[src/rtl/stack_alu_pkg.sv]
// Shared types for the RPN stack-ALU sequencer: ALU opcodes, token kinds,
// result codes and the sequencer FSM state.
package stack_alu_pkg;

    localparam int unsigned OPC_W  = 3;
    localparam int unsigned KIND_W = 2;
    localparam int unsigned CODE_W = 2;

    typedef enum logic [OPC_W-1:0] {
        OPC_NOP  = 3'b000,
        OPC_ADD  = 3'b100,
        OPC_MUL  = 3'b101,
        OPC_PUSH = 3'b110,
        OPC_POP  = 3'b111
    } alu_opcode_e;

    typedef enum logic [KIND_W-1:0] {
        TOK_OPERAND = 2'b00,
        TOK_ADD     = 2'b01,
        TOK_MUL     = 2'b10,
        TOK_END     = 2'b11
    } tok_kind_e;

    typedef enum logic [CODE_W-1:0] {
        RES_OK       = 2'b00,
        RES_OVERFLOW = 2'b01,
        RES_DEPTH    = 2'b10,
        RES_FULL     = 2'b11
    } res_code_e;

    typedef enum logic [2:0] {
        ST_INIT_DRAIN,
        ST_FETCH,
        ST_EXEC,
        ST_CHECK,
        ST_FLUSH,
        ST_DRAIN,
        ST_REPORT
    } seq_state_e;

    // The first error of an expression wins.
    function automatic res_code_e sticky_code(input res_code_e cur, input res_code_e nxt);
        return (cur == RES_OK) ? nxt : cur;
    endfunction

endpackage

[src/rtl/stack_alu_sequencer_if.sv]
// Token, ALU and result signals of the sequencer; slave is the sequencer view,
// master is the environment (token source, ALU, result sink) view.
interface stack_alu_sequencer_if #(
    parameter int unsigned DATA_WIDTH = 8
);
    import stack_alu_pkg::*;

    logic                  tok_valid;
    logic                  tok_ready;
    tok_kind_e             tok_kind;
    logic [DATA_WIDTH-1:0] tok_data;
    alu_opcode_e           alu_opcode;
    logic [DATA_WIDTH-1:0] alu_data;
    logic [DATA_WIDTH-1:0] alu_result;
    logic                  alu_overflow;
    logic                  res_valid;
    logic [DATA_WIDTH-1:0] res_data;
    res_code_e             res_code;

    modport slave (
        input  tok_valid, tok_kind, tok_data, alu_result, alu_overflow,
        output tok_ready, alu_opcode, alu_data, res_valid, res_data, res_code
    );

    modport master (
        output tok_valid, tok_kind, tok_data, alu_result, alu_overflow,
        input  tok_ready, alu_opcode, alu_data, res_valid, res_data, res_code
    );

endinterface

[src/rtl/stack_depth_tracker.sv]
// Shadow copy of the ALU stack depth, with registered empty/full/ge2 flags
// that always agree with the registered depth.
module stack_depth_tracker #(
    parameter int unsigned STACK_SIZE = 64
) (
    input  logic                              clk,
    input  logic                              rst,
    input  logic                              inc_i,
    input  logic                              dec_i,
    output logic [$clog2(STACK_SIZE+1)-1:0]   depth_o,
    output logic                              empty_o,
    output logic                              full_o,
    output logic                              ge2_o
);
    localparam int unsigned DEPTH_W = $clog2(STACK_SIZE + 1);

    logic [DEPTH_W-1:0] depth_q, depth_d;
    logic               empty_q, full_q, ge2_q;

    // Saturating up/down count.
    always_comb begin
        depth_d = depth_q;
        if (inc_i && !dec_i && (depth_q != DEPTH_W'(STACK_SIZE))) begin
            depth_d = depth_q + DEPTH_W'(1);
        end else if (dec_i && !inc_i && (depth_q != '0)) begin
            depth_d = depth_q - DEPTH_W'(1);
        end
    end

    always_ff @(posedge clk or posedge rst) begin
        if (rst) begin
            depth_q <= '0;
            empty_q <= 1'b1;
            full_q  <= 1'b0;
            ge2_q   <= 1'b0;
        end else begin
            depth_q <= depth_d;
            empty_q <= (depth_d == '0);
            full_q  <= (depth_d == DEPTH_W'(STACK_SIZE));
            ge2_q   <= (depth_d >= DEPTH_W'(2));
        end
    end

    assign depth_o = depth_q;
    assign empty_o = empty_q;
    assign full_o  = full_q;
    assign ge2_o   = ge2_q;

endmodule

[src/rtl/stack_alu_sequencer.sv]
// Feeds RPN tokens to an external stack ALU, predicts depth errors with a
// shadow counter, checks ALU overflow and reports one result per expression.
module stack_alu_sequencer
    import stack_alu_pkg::*;
#(
    parameter int unsigned DATA_WIDTH = 8,
    parameter int unsigned STACK_SIZE = 64
) (
    input  logic                   clk,
    input  logic                   rst,
    stack_alu_sequencer_if.slave   bus
);
    localparam int unsigned CNT_W = $clog2(STACK_SIZE + 1);

    seq_state_e            state_q;
    logic [CNT_W-1:0]      drain_cnt_q;
    alu_opcode_e           alu_opcode_q;
    logic [DATA_WIDTH-1:0] alu_data_q;
    logic [DATA_WIDTH-1:0] res_data_q;
    logic                  tok_ready_q;
    logic                  res_valid_q;
    logic                  is_end_q;
    res_code_e             res_code_q;

    logic                  hs_c, inc_c, dec_c;
    alu_opcode_e           fetch_op_c;
    res_code_e             fetch_err_c;
    logic [CNT_W-1:0]      depth;
    logic                  depth_empty, depth_full, depth_ge2;

    assign hs_c = bus.tok_valid && tok_ready_q;

    // Opcode a fetched token maps to, or the error it is predicted to cause.
    always_comb begin
        fetch_op_c  = OPC_NOP;
        fetch_err_c = RES_OK;
        case (bus.tok_kind)
            TOK_OPERAND: if (depth_full) fetch_err_c = RES_FULL;  else fetch_op_c = OPC_PUSH;
            TOK_ADD:     if (!depth_ge2) fetch_err_c = RES_DEPTH; else fetch_op_c = OPC_ADD;
            TOK_MUL:     if (!depth_ge2) fetch_err_c = RES_DEPTH; else fetch_op_c = OPC_MUL;
            TOK_END:     if (depth != CNT_W'(1)) fetch_err_c = RES_DEPTH; else fetch_op_c = OPC_POP;
        endcase
    end

    // Shadow depth moves only with opcodes actually issued after init.
    always_comb begin
        inc_c = 1'b0;
        dec_c = 1'b0;
        if ((state_q == ST_FETCH) && hs_c) begin
            inc_c = (fetch_op_c == OPC_PUSH);
            dec_c = (fetch_op_c inside {OPC_ADD, OPC_MUL, OPC_POP});
        end else if (state_q == ST_DRAIN) begin
            dec_c = !depth_empty;
        end
    end

    stack_depth_tracker #(
        .STACK_SIZE (STACK_SIZE)
    ) u_depth (
        .clk     (clk),
        .rst     (rst),
        .inc_i   (inc_c),
        .dec_i   (dec_c),
        .depth_o (depth),
        .empty_o (depth_empty),
        .full_o  (depth_full),
        .ge2_o   (depth_ge2)
    );

    always_ff @(posedge clk or posedge rst) begin
        if (rst) begin
            state_q      <= ST_INIT_DRAIN;
            drain_cnt_q  <= '0;
            alu_opcode_q <= OPC_NOP;
            alu_data_q   <= '0;
            tok_ready_q  <= 1'b0;
            res_valid_q  <= 1'b0;
            res_data_q   <= '0;
            res_code_q   <= RES_OK;
            is_end_q     <= 1'b0;
        end else begin
            alu_opcode_q <= OPC_NOP;
            res_valid_q  <= 1'b0;
            case (state_q)
                // The ALU stack has no reset: pop it empty blindly.
                ST_INIT_DRAIN: begin
                    if (drain_cnt_q == CNT_W'(STACK_SIZE)) begin
                        state_q     <= ST_FETCH;
                        tok_ready_q <= 1'b1;
                    end else begin
                        alu_opcode_q <= OPC_POP;
                        drain_cnt_q  <= drain_cnt_q + CNT_W'(1);
                    end
                end
                ST_FETCH: begin
                    if (hs_c) begin
                        is_end_q <= (bus.tok_kind == TOK_END);
                        if (fetch_err_c != RES_OK) begin
                            res_code_q <= sticky_code(res_code_q, fetch_err_c);
                            if (bus.tok_kind == TOK_END) begin
                                state_q     <= ST_DRAIN;
                                tok_ready_q <= 1'b0;
                            end else begin
                                state_q <= ST_FLUSH;
                            end
                        end else begin
                            alu_opcode_q <= fetch_op_c;
                            if (bus.tok_kind == TOK_OPERAND) alu_data_q <= bus.tok_data;
                            state_q     <= ST_EXEC;
                            tok_ready_q <= 1'b0;
                        end
                    end
                end
                ST_EXEC: state_q <= ST_CHECK;
                ST_CHECK: begin
                    if (bus.alu_overflow) begin
                        res_code_q <= sticky_code(res_code_q, RES_OVERFLOW);
                        if (is_end_q) begin
                            state_q <= ST_DRAIN;
                        end else begin
                            state_q     <= ST_FLUSH;
                            tok_ready_q <= 1'b1;
                        end
                    end else if (is_end_q) begin
                        res_data_q  <= bus.alu_result;
                        res_valid_q <= 1'b1;
                        state_q     <= ST_REPORT;
                    end else begin
                        state_q     <= ST_FETCH;
                        tok_ready_q <= 1'b1;
                    end
                end
                ST_FLUSH: begin
                    if (hs_c && (bus.tok_kind == TOK_END)) begin
                        state_q     <= ST_DRAIN;
                        tok_ready_q <= 1'b0;
                    end
                end
                ST_DRAIN: begin
                    if (!depth_empty) begin
                        alu_opcode_q <= OPC_POP;
                    end else begin
                        res_data_q  <= '0;
                        res_valid_q <= 1'b1;
                        state_q     <= ST_REPORT;
                    end
                end
                ST_REPORT: begin
                    res_code_q  <= RES_OK;
                    res_data_q  <= '0;
                    is_end_q    <= 1'b0;
                    state_q     <= ST_FETCH;
                    tok_ready_q <= 1'b1;
                end
                default: state_q <= ST_INIT_DRAIN;
            endcase
        end
    end

    assign bus.tok_ready  = tok_ready_q;
    assign bus.alu_opcode = alu_opcode_q;
    assign bus.alu_data   = alu_data_q;
    assign bus.res_valid  = res_valid_q;
    assign bus.res_data   = res_data_q;
    assign bus.res_code   = res_code_q;

endmodule

[src/flat_wrapper.sv]
// flat-port wrapper written by rule: the top's interface ports become plain ports
module stack_alu_sequencer_flat import stack_alu_pkg::*;
#(
    parameter int unsigned DATA_WIDTH = 8,
    parameter int unsigned STACK_SIZE = 64
)
  (clk, rst, bus_tok_valid, bus_tok_kind, bus_tok_data, bus_alu_result, bus_alu_overflow, bus_tok_ready, bus_alu_opcode, bus_alu_data, bus_res_valid, bus_res_data, bus_res_code);
  stack_alu_sequencer_if #(.DATA_WIDTH(DATA_WIDTH)) bus_i ();
  input  logic clk;
  input  logic rst;
  input wire logic [$bits(bus_i.tok_valid)-1:0] bus_tok_valid;
  input wire logic [$bits(bus_i.tok_kind)-1:0] bus_tok_kind;
  input wire logic [$bits(bus_i.tok_data)-1:0] bus_tok_data;
  input wire logic [$bits(bus_i.alu_result)-1:0] bus_alu_result;
  input wire logic [$bits(bus_i.alu_overflow)-1:0] bus_alu_overflow;
  output wire logic [$bits(bus_i.tok_ready)-1:0] bus_tok_ready;
  output wire logic [$bits(bus_i.alu_opcode)-1:0] bus_alu_opcode;
  output wire logic [$bits(bus_i.alu_data)-1:0] bus_alu_data;
  output wire logic [$bits(bus_i.res_valid)-1:0] bus_res_valid;
  output wire logic [$bits(bus_i.res_data)-1:0] bus_res_data;
  output wire logic [$bits(bus_i.res_code)-1:0] bus_res_code;
  assign bus_i.tok_valid = bus_tok_valid;
  assign bus_i.tok_kind = bus_tok_kind;
  assign bus_i.tok_data = bus_tok_data;
  assign bus_i.alu_result = bus_alu_result;
  assign bus_i.alu_overflow = bus_alu_overflow;
  assign bus_tok_ready = bus_i.tok_ready;
  assign bus_alu_opcode = bus_i.alu_opcode;
  assign bus_alu_data = bus_i.alu_data;
  assign bus_res_valid = bus_i.res_valid;
  assign bus_res_data = bus_i.res_data;
  assign bus_res_code = bus_i.res_code;
  stack_alu_sequencer #(.DATA_WIDTH(DATA_WIDTH), .STACK_SIZE(STACK_SIZE)) u_core (.clk(clk), .rst(rst), .bus(bus_i));
endmodule
[config.mk]
export PLATFORM = sky130hd
export DESIGN_NAME = stack_alu_sequencer_flat
export DESIGN_NICKNAME = d
export VERILOG_FILES = /design/src/rtl/stack_alu_pkg.sv /design/src/rtl/stack_alu_sequencer_if.sv /design/src/rtl/stack_depth_tracker.sv /design/src/rtl/stack_alu_sequencer.sv /design/src/flat_wrapper.sv
export SDC_FILE = /design/constraint.sdc
export NUM_CORES = 1
export LEC_CHECK = 0
export CAP_MARGIN = 30
export CORE_MARGIN = 3
export CORE_UTILIZATION = 57
export CTS_CLUSTER_SIZE = 30
export DETAILED_ROUTE_END_ITERATION = 8
export GPL_TIMING_DRIVEN = 0
export PLACE_DENSITY = 0.84
export REMOVE_ABC_BUFFERS = 1
export SLEW_MARGIN = 10
export SYNTH_ARGS = -nofsm -noshare
export SYNTH_HDL_FRONTEND = slang
export SYNTH_HIERARCHICAL = 1
export SYNTH_SLANG_ARGS = --single-unit
[constraint.sdc]
create_clock -name clk -period 7.7 [get_ports clk]
set_clock_uncertainty 0.2 [all_clocks]
set_input_delay 1.925 -clock clk [delete_from_list [all_inputs] [get_ports clk]]
set_output_delay 1.925 -clock clk [all_outputs]
set_load 0.005 [all_outputs]
; ---- Word-level counts from Yosys, hierarchy flattened
; Cells that the tools add are included.
[word_totals]
regBits = 44
inputBits = 22
out_inout_bits = 23
wordCells = 129
[op_classes]
n_addsub = 3
order_cmp = 1
n_eq_ne = 29
muxes = 52
bitwise_logic = 2
reduce_logical = 29
[op_table]
columns = op, n
row1 = $mux 3, 15
row2 = $mux 8, 3
row3 = $pmux 8 s3, 1
row4 = $eq 3x3->1 const B, 7
row5 = $pmux 3 s7, 1
row6 = $mux 2, 8
row7 = $mux 1, 15
row8 = $add 7x1->7 const B, 2
row9 = $eq 7x7->1 const B, 2
row10 = $mux 7, 2
row11 = $ne 2x2->1 const B, 6
row12 = $pmux 2 s3, 2
row13 = $pmux 3 s4, 1
row14 = $reduce_and 4->1, 3
row15 = $reduce_and 6->1, 2
row16 = $ne 2x1->1 const B, 5
row17 = $pmux 3 s3, 1
row18 = $reduce_bool 3->1, 3
row19 = $ge 7x2->1 const B, 1
row20 = $logic_and 1x1->1, 7
row21 = $logic_not 7->1, 1
row22 = $ne 7x1->1 const B, 1
row23 = $ne 7x7->1 const B, 1
row24 = $reduce_bool 7->1, 1
row25 = other kinds (16), 25

; ---- Depth between registers and ports, before layout
; Gate-level depths: netlist (run 1).
[logic_depth]
ltp_word = 11
mapped_depth = 12
depth_no_buf = 11

; ---- Modules after synthesis
; Netlist (run 1), hierarchy kept.
[by_module_without_submodules]
columns = mod, n_inst, cells_per_inst, area_each_um2, seq_area_each_um2
row1 = stack_alu_sequencer, 1, 191, 1846.8, 850.8
row2 = stack_depth_tracker, 1, 80, 744.5, 251.5

; ---- Worst setup path before layout (run 1)
; No wires, ideal clock.
[synth_path]
kind = input port to flip-flop
from = input bus_tok_kind[0]
to = register u_core.u_depth.ge2_q, in the netlist u_core/u_depth/ge2_o
setup_time_ps = 131
arrival_ps = 4267
t_required_ps = 7369
path_slack_ps = 3102
path_stages = 10
path_buffers = 1
cell_sequence = inv_1 ha_1 nand2b_1 nor2_2 buf_4 nand3b_1 and3_2 a21o_2 or4_4 or3_1
[synth_via]
elab_chain_len = 10
elab_cells_between_ends = 21
classes_between = 1 x order compare / 7 x eq/ne / 5 x mux / 8 x reduce/logical
[synth_rtl]
columns = element, line
row1 = start: declaration, flat_wrapper.sv:12  ; input wire logic [$bits(bus_i.tok_kind)-1:0] bus_tok_kind;
row2 = $eq 2x2->1 (tied with other cells), stack_alu_sequencer.sv:37  ; case (bus.tok_kind)
row3 = $pmux 3 s4 (*), stack_alu_sequencer.sv:37
row4 = $eq 3x3->1 (*), stack_alu_sequencer.sv:50  ; inc_c = (fetch_op_c == OPC_PUSH);
row5 = $mux 1 (*), stack_alu_sequencer.sv:49  ; if ((state_q == ST_FETCH) && hs_c) begin
row6 = net u_core.inc_c, stack_alu_sequencer.sv:25  ; logic hs_c, inc_c, dec_c;
row7 = $logic_not 1->1, stack_depth_tracker.sv:25  ; end else if (dec_i && !inc_i && (depth_q != '0)) begin
row8 = $logic_and 1x1->1 (2 in a row), stack_depth_tracker.sv:25
row9 = $mux 7, stack_depth_tracker.sv:25
row10 = $mux 7 (*), stack_depth_tracker.sv:23  ; if (inc_i && !dec_i && (depth_q != DEPTH_W'(STACK_SIZE))) begin
row11 = net u_core.u_depth.depth_d[2], stack_depth_tracker.sv:17  ; logic [DEPTH_W-1:0] depth_q, depth_d;
row12 = $ge 7x2->1 (*), stack_depth_tracker.sv:40  ; ge2_q <= (depth_d >= DEPTH_W'(2));
row13 = end signal: assignment, stack_depth_tracker.sv:40
row14 = end: declaration, stack_depth_tracker.sv:18  ; logic empty_q, full_q, ge2_q;
; Mark *: on every way through the listed nets, which the timed path passes. The rest lies on a longest branch.
; A chain may end at the register's enable or synchronous reset.

; ---- Final worst setup path (run 1)
; Ends and elaborated chain as after synthesis.

==> results.py, run 1 <==
metrics = {
    "sta": {
        "relSlewSlack_pct": 41.9,
        "tightest_slew_ns": 0.870,
        "hold_viol": 0,
        "rsz0062_at_grt": "false",
        "setup_tns_ns": 0,
        "post-route-period-util_pct": 67.8,
        "slew_violations": 0,
        "post-route-min-period_ns": 5.22,
        "fin_ws_ns": 2.48,
        "setup_viol_count_final": 0,
        "maxClockFrequency_mhz": 191,
    },
    "clock_tree": {
        "cts_tree": "built",
        "ctsHoldBuffers": 0,
        "h-tree-depth": 2,
        "cts.path.max_buffers": 2,
        "cts-resized-gates": 0,
        "clock_latency_ns": 0.30,
        "path_clk_slew_ns": 0.08,
        "post_cts_buffers": 0,
        "cts_inserted_buffers": 5,
        "clock-root-buffer": "clkbuf_8",
        "clock-sinks": 44,
    },
    "global_route": {
        "antenna_found_initial": 0,
        "grt_max_degree": 35,
        "grt_use_total_pct": 22.0,
        "grt_pass1_wl_mm": 9.29,
        "grt_pass1_vias": 1974,
        "overflow": 0,
    },
    "routing": {
        "dr.pass1.iters": 5,
        "via_per_inst": 5.89,
        "drt_wl_total_mm": 5.53,
        "ant_nets": 0,
        "drt_iter0_drc": 158,
        "vias": 2125,
        "wire_per_inst_um": 15.3,
        "drc": 0,
    },
    "logic_synthesis": {
        "async_reset_ff_share_pct": 100,
        "syn-cell-area_um2": 2590,
        "syn_avg_cell_area_um2": 9.56,
        "synth_cell_types": 72,
        "synth-main-ff-cell": "dfrtp_1",
        "synth_seq_cells": 44,
        "yosys_warnings": 6,
        "synth-edff-count": 0,
        "synth_seq_area_share_pct": 42.5,
        "synth_cells": 271,
    },
    "critical_path": {
        "cp-start-kind": "input pin",
        "worstSetupPathType": "in -> reg",
        "arrival_ns": 5.20,
        "cp_slowest_cell": "nor2_2",
        "timing.rr.start": "u_core/u_depth/depth_o[2]",
        "crit_start": "bus_tok_kind[0]",
        "required_ns": 7.68,
        "crit_path_cell_trace": "clkdlybuf4s50_1 -> inv_1 -> ha_1 -> nand2b_1 -> nor2_2 -> nand3b_1 -> and3_2 -> a21o_2 -> or4_4 -> or3_1",
        "r2r-end": "u_core/u_depth/ge2_o",
        "worstRegToRegCells": 10,
        "rrSetupSlack_ns": 3.82,
        "max_stage_delay_ns": 0.72,
        "worst-path-max-fanout": 22,
        "cp-end-kind": "flop",
    },
    "placement": {
        "dp_slack_ns": 2.13,
        "gp_congestion": 0.882,
        "io_buffers": 44,
        "hpwl_mm": 4.02,
    },
    "layout": {
        "areaGrowthSynthToFinish_pct": 20.5,
        "seqCellArea_um2": 1100,
        "n_fill_cell": 318,
        "mostFrequentLayoutCells": "clkdlybuf4s50_1 (44), dfrtp_1 (43), nand2_1 (38)",
        "multi_input_area_um2": 1360,
        "antenna-diode-count": 0,
        "final_common_cell": "clkdlybuf4s50_1",
        "drive_gt1_share_pct": 11.6,
        "nets": 344,
    },
    "hold_path": {
        "hold_end": "u_core/bus.res_data[3]",
        "hold_path.class": "reg -> reg",
        "hold_path_depth": 2,
        "min-delay-start": "u_core/bus.res_data[3]",
    },
    "die": {
        "start_util_pct": 61.7,
        "die_area_um2": 5390,
        "die_x_um": 73.4,
        "rows": 23,
        "io_pins": 45,
        "core_region_area_um2": 4200,
        "die-height_um": 73.4,
    },
    "flow_run": {
        "maxCapViolCount": 0,
    },
    "power_and_ir_drop": {
        "ir_worst_vdd_mv": 0.103,
        "leakage_nw": 1.32,
        "power_density_nw_per_um2": 126,
    },
    "outcome": {
        "outcome": "completed",
    },
}
## worst max path at each step
| stage | depth (start not counted) | end | slack (ns) |
|---|---|---|---|
| after floorplan | 9 | u_core/u_depth/ge2_o | 3.08 |
| after global placement | 10 | u_core/u_depth/ge2_o | 2.18 |
| after detailed placement | 10 | u_core/u_depth/ge2_o | 2.13 |
| after CTS | 10 | u_core/u_depth/ge2_o | 2.46 |
| after global routing | 10 | u_core/u_depth/ge2_o | 2.25 |
| final | 10 | u_core/u_depth/ge2_o | 2.48 |
## routing by layer
metal / vias to the layer above / track usage, % / wire length (µm)
met5: - / 0 / 0
met4: 0 / 9.26 / 73
met3: 6 / 2.87 / 279
met2: 59 / 35.6 / 2770
met1: 1013 / 29.8 / 2410
li1: 1047 / - / -
## state kept, by name, summed over array words and instances (netlist names)
signal,count
u_core/bus.alu_data,8
u_core/u_depth/empty_o,1
u_core/bus.alu_opcode,3
u_core/u_depth/ge2_o,1
u_core/u_depth/full_o,1
u_core/drain_cnt_q,7
u_core/is_end_q,1
u_core/bus.res_data,8
u_core/bus.res_valid,1
u_core/bus.res_code,2
u_core/bus.tok_ready,1
u_core/state_q,3
u_core/u_depth/depth_o,7
## cells in the mapped netlist, types with 3 or more instances
| cell type | count | share of area (%) |
|---|---|---|
| nor2_1 | 9 | 1.3 |
| a21oi_1 | 9 | 1.7 |
| nand2b_1 | 5 | 1.2 |
| nor2b_1 | 5 | 1.2 |
| nand2_1 | 38 | 5.5 |
| a21o_1 | 3 | 0.87 |
| o21ai_1 | 3 | 0.58 |
| buf_4 | 3 | 0.87 |
| xnor2_1 | 7 | 2.4 |
| nor4_1 | 4 | 0.97 |
| o21ai_0 | 21 | 4.1 |
| a31oi_1 | 3 | 0.72 |
| mux2_2 | 9 | 3.9 |
| clkbuf_1 | 5 | 0.72 |
| dfrtp_1 | 43 | 42 |
| o22ai_1 | 3 | 0.72 |
| inv_1 | 19 | 2.8 |
| nand3b_1 | 3 | 0.87 |
| ha_1 | 11 | 5.3 |
| or3_1 | 4 | 0.97 |
## worst max-delay path: cells and delay by family
kind / cells / cell delay, ns
adders and majority gates: 1 / 0.26
buffers and inverters: 2 / 0.56
AOI/OAI and AO/OA: 1 / 0.19
and+or+nand+nor: 6 / 2.26
## cells by family (layout without fill, tap and decap cells)
logic type | count (synthesis) | count (layout) | share of synthesized area [%]
flops | 44 | 44 | 42.5
xor+xnor | 8 | 8 | 2.70
buf+inv | 31 | 71 | 5.07
compound gates | 70 | 70 | 18.5
simple gates | 97 | 97 | 21.5
fa+ha+maj | 11 | 11 | 5.31
mux | 10 | 10 | 4.30
## where the power goes
group          switching, mW  total, mW  internal [mW]
logic                 0.0116     0.0235         0.0119
registers                  0      0.231          0.231
clock network         0.0775      0.139         0.0615
## area by class of cell
type	count	area share, %
clock inverters	2	0.401
repair buffers	45	14.3
clock buffers	5	2.20
well taps	50	2.00
inverters	19	2.28
flip-flops and latches	44	35.3
multi-input cells	196	43.5
## metrics by stage
| step | cell area (µm²) | total power, mW | utilization [%] | hold WS (ns) | instances |
|---|---|---|---|---|---|
| final | 3120 | 0.393 | 74.3 | 0.283 | 361 |
| after global placement | 3030 | 0.259 | 72.2 | 0.263 | 353 |
| after CTS | 3120 | 0.397 | 74.2 | 0.289 | 360 |
| after detailed placement | 3030 | 0.259 | 72.2 | 0.270 | 353 |
| after global routing | 3120 | 0.407 | 74.3 | 0.307 | 361 |
| after floorplan | 2530 | 0.245 | - | 0.273 | 259 |
Power figures use the tool's default switching activity.
==> run 2, diff against run 1 <==
CORE_UTILIZATION = 53   (was 57)
PLACE_DENSITY = 0.79   (was 0.84)
clock period = 5.31 ns   (was 7.7 ns; I/O delays follow)
==> results.py, run 2 (synthesis results as in run 1) <==
metrics = {
    "critical_path": {
        "cp-start-kind": "input pin",
        "worstRegToRegCells": 8,
        "worstSetupPathType": "in -> reg",
        "worst-path-max-fanout": 22,
        "arrival_ns": 4.66,
        "required_ns": 5.29,
        "cp-end-kind": "flop",
        "cp_slowest_cell": "nor2_2",
        "crit_path_cell_trace": "clkdlybuf4s50_1 -> inv_1 -> ha_1 -> nand2b_1 -> nor2_2 -> nand3b_1 -> and3_2 -> a21o_2 -> or4_4 -> or3_1",
        "max_stage_delay_ns": 0.73,
    },
    "clock_tree": {
        "cts_tree": "built",
        "ctsHoldBuffers": 0,
        "clock-sinks": 44,
        "clock_latency_ns": 0.30,
        "h-tree-depth": 2,
        "cts_inserted_buffers": 5,
        "clock-root-buffer": "clkbuf_8",
        "cts-resized-gates": 0,
        "cts.path.max_buffers": 2,
        "post_cts_buffers": 0,
        "path_clk_slew_ns": 0.08,
    },
    "sta": {
        "setup_viol_count_final": 0,
        "relSlewSlack_pct": 41.5,
        "post-route-period-util_pct": 88.2,
        "post-route-min-period_ns": 4.69,
        "tightest_slew_ns": 0.877,
        "hold_viol": 0,
        "slew_violations": 0,
        "maxClockFrequency_mhz": 213,
        "setup_tns_ns": 0,
        "rsz0062_at_grt": "false",
    },
    "routing": {
        "drc": 0,
        "dr_wl_met3_um": 234,
        "vias": 2169,
        "via_per_inst": 5.75,
        "dr.pass1.iters": 4,
        "top_layer": "met4",
        "met1_length_mm": 2.46,
        "wire_per_inst_um": 15.4,
        "drt_wl_total_mm": 5.79,
        "ant_nets": 0,
        "drt_iter0_drc": 129,
        "dr_wl_met2_mm": 3.02,
    },
    "placement": {
        "hpwl_mm": 4.16,
        "io_buffers": 44,
        "placed_area_um2": 3050,
        "gp_congestion": 0.881,
    },
    "global_route": {
        "grt_pass1_wl_mm": 10.1,
        "grt_max_degree": 35,
        "antenna_found_initial": 0,
        "overflow": 0,
        "grt_pass1_vias": 2093,
        "grt_use_total_pct": 21.4,
    },
    "flow_run": {
        "maxCapViolCount": 0,
    },
    "layout": {
        "areaGrowthSynthToFinish_pct": 22.8,
        "drive_gt1_share_pct": 11.9,
        "multi_input_area_um2": 1360,
        "n_fill_cell": 371,
        "final_common_cell": "clkdlybuf4s50_1",
        "seqCellArea_um2": 1100,
        "antenna-diode-count": 0,
        "mostFrequentLayoutCells": "clkdlybuf4s50_1 (44), dfrtp_1 (43), nand2_1 (38)",
        "final_area_um2": 3180,
        "nets": 344,
    },
    "power_and_ir_drop": {
        "power_density_nw_per_um2": 200,
        "leakage_nw": 1.34,
        "ir_worst_vdd_mv": 0.149,
    },
    "die": {
        "die_x_um": 75.9,
        "core_region_area_um2": 4530,
        "die_area_um2": 5760,
        "die-height_um": 75.9,
        "rows": 24,
        "io_pins": 45,
        "start_util_pct": 57.1,
    },
    "hold_path": {
        "hold_path_depth": 2,
        "hold_path.class": "reg -> reg",
    },
    "outcome": {
        "outcome": "completed",
    },
}
-- run 2: report_power, final --
part	internal, mW	switching [mW]	total [mW]
Combinational	0.0173	0.0172	0.0345
Clock	0.154	0.115	0.268
Sequential	0.335	0	0.335
-- run 2: metrics by stage --
step | hold WS (ns) | power [mW] | utilization, % | std cells | setup slack, ns
floorplan | 0.273 | 0.355 | - | 259 | 1.29
global placement | 0.262 | 0.375 | 67.3 | 368 | 0.372
detailed placement | 0.271 | 0.376 | 67.3 | 368 | 0.322
CTS | 0.290 | 0.645 | 70.0 | 376 | 0.618
global route | 0.324 | 0.662 | 70.2 | 377 | 0.344
finish | 0.281 | 0.638 | 70.2 | 377 | 0.625
-- run 2: final cells by class --
cell class	instances	share of cell area [%]
clock inverters	2	1.22
multi-input cells	196	42.7
clock buffers	6	2.60
repair buffers	45	14.1
well taps	65	2.56
flip-flops and latches	44	34.6
inverters	19	2.24
-- run 2: routing by layer --
metal | up-vias | track usage [%]
met5 | - | 0
met4 | 0 | 5.98
met3 | 5 | 3.32
met2 | 50 | 37.0
met1 | 1059 | 28.0
li1 | 1055 | -
-- run 2: worst max-delay path, delay by kind of cell --
kind / cells / cell delay, ns
AO/OA/AOI/OAI: 1 / 0.20
adder cells (fa/ha/maj): 1 / 0.28
buffers and inverters: 2 / 0.55
AND/OR/NAND/NOR: 6 / 2.31
-- run 2: path summary, 6_finish.rpt --
check                                       startpoint                         to  slack (ns)
worst min-delay path            u_core/bus.res_data[2]     u_core/bus.res_data[2]        0.28
min in group asynchronous                          rst  u_core/u_depth/depth_o[1]        1.14
worst min register to register  u_core/bus.res_data[2]     u_core/bus.res_data[2]        0.28
worst max register to register       u_core/state_q[2]       u_core/u_depth/ge2_o        1.44
worst max-delay path                   bus_tok_kind[0]       u_core/u_depth/ge2_o        0.62
max in group asynchronous                          rst      u_core/drain_cnt_q[1]        3.16
==> run 3, diff against run 2 <==
SETUP_SLACK_MARGIN = 0.02   (was unset)
==> results of run 3 <==
Same layout as run 2: the final DEF is identical, and so are final timing and power.
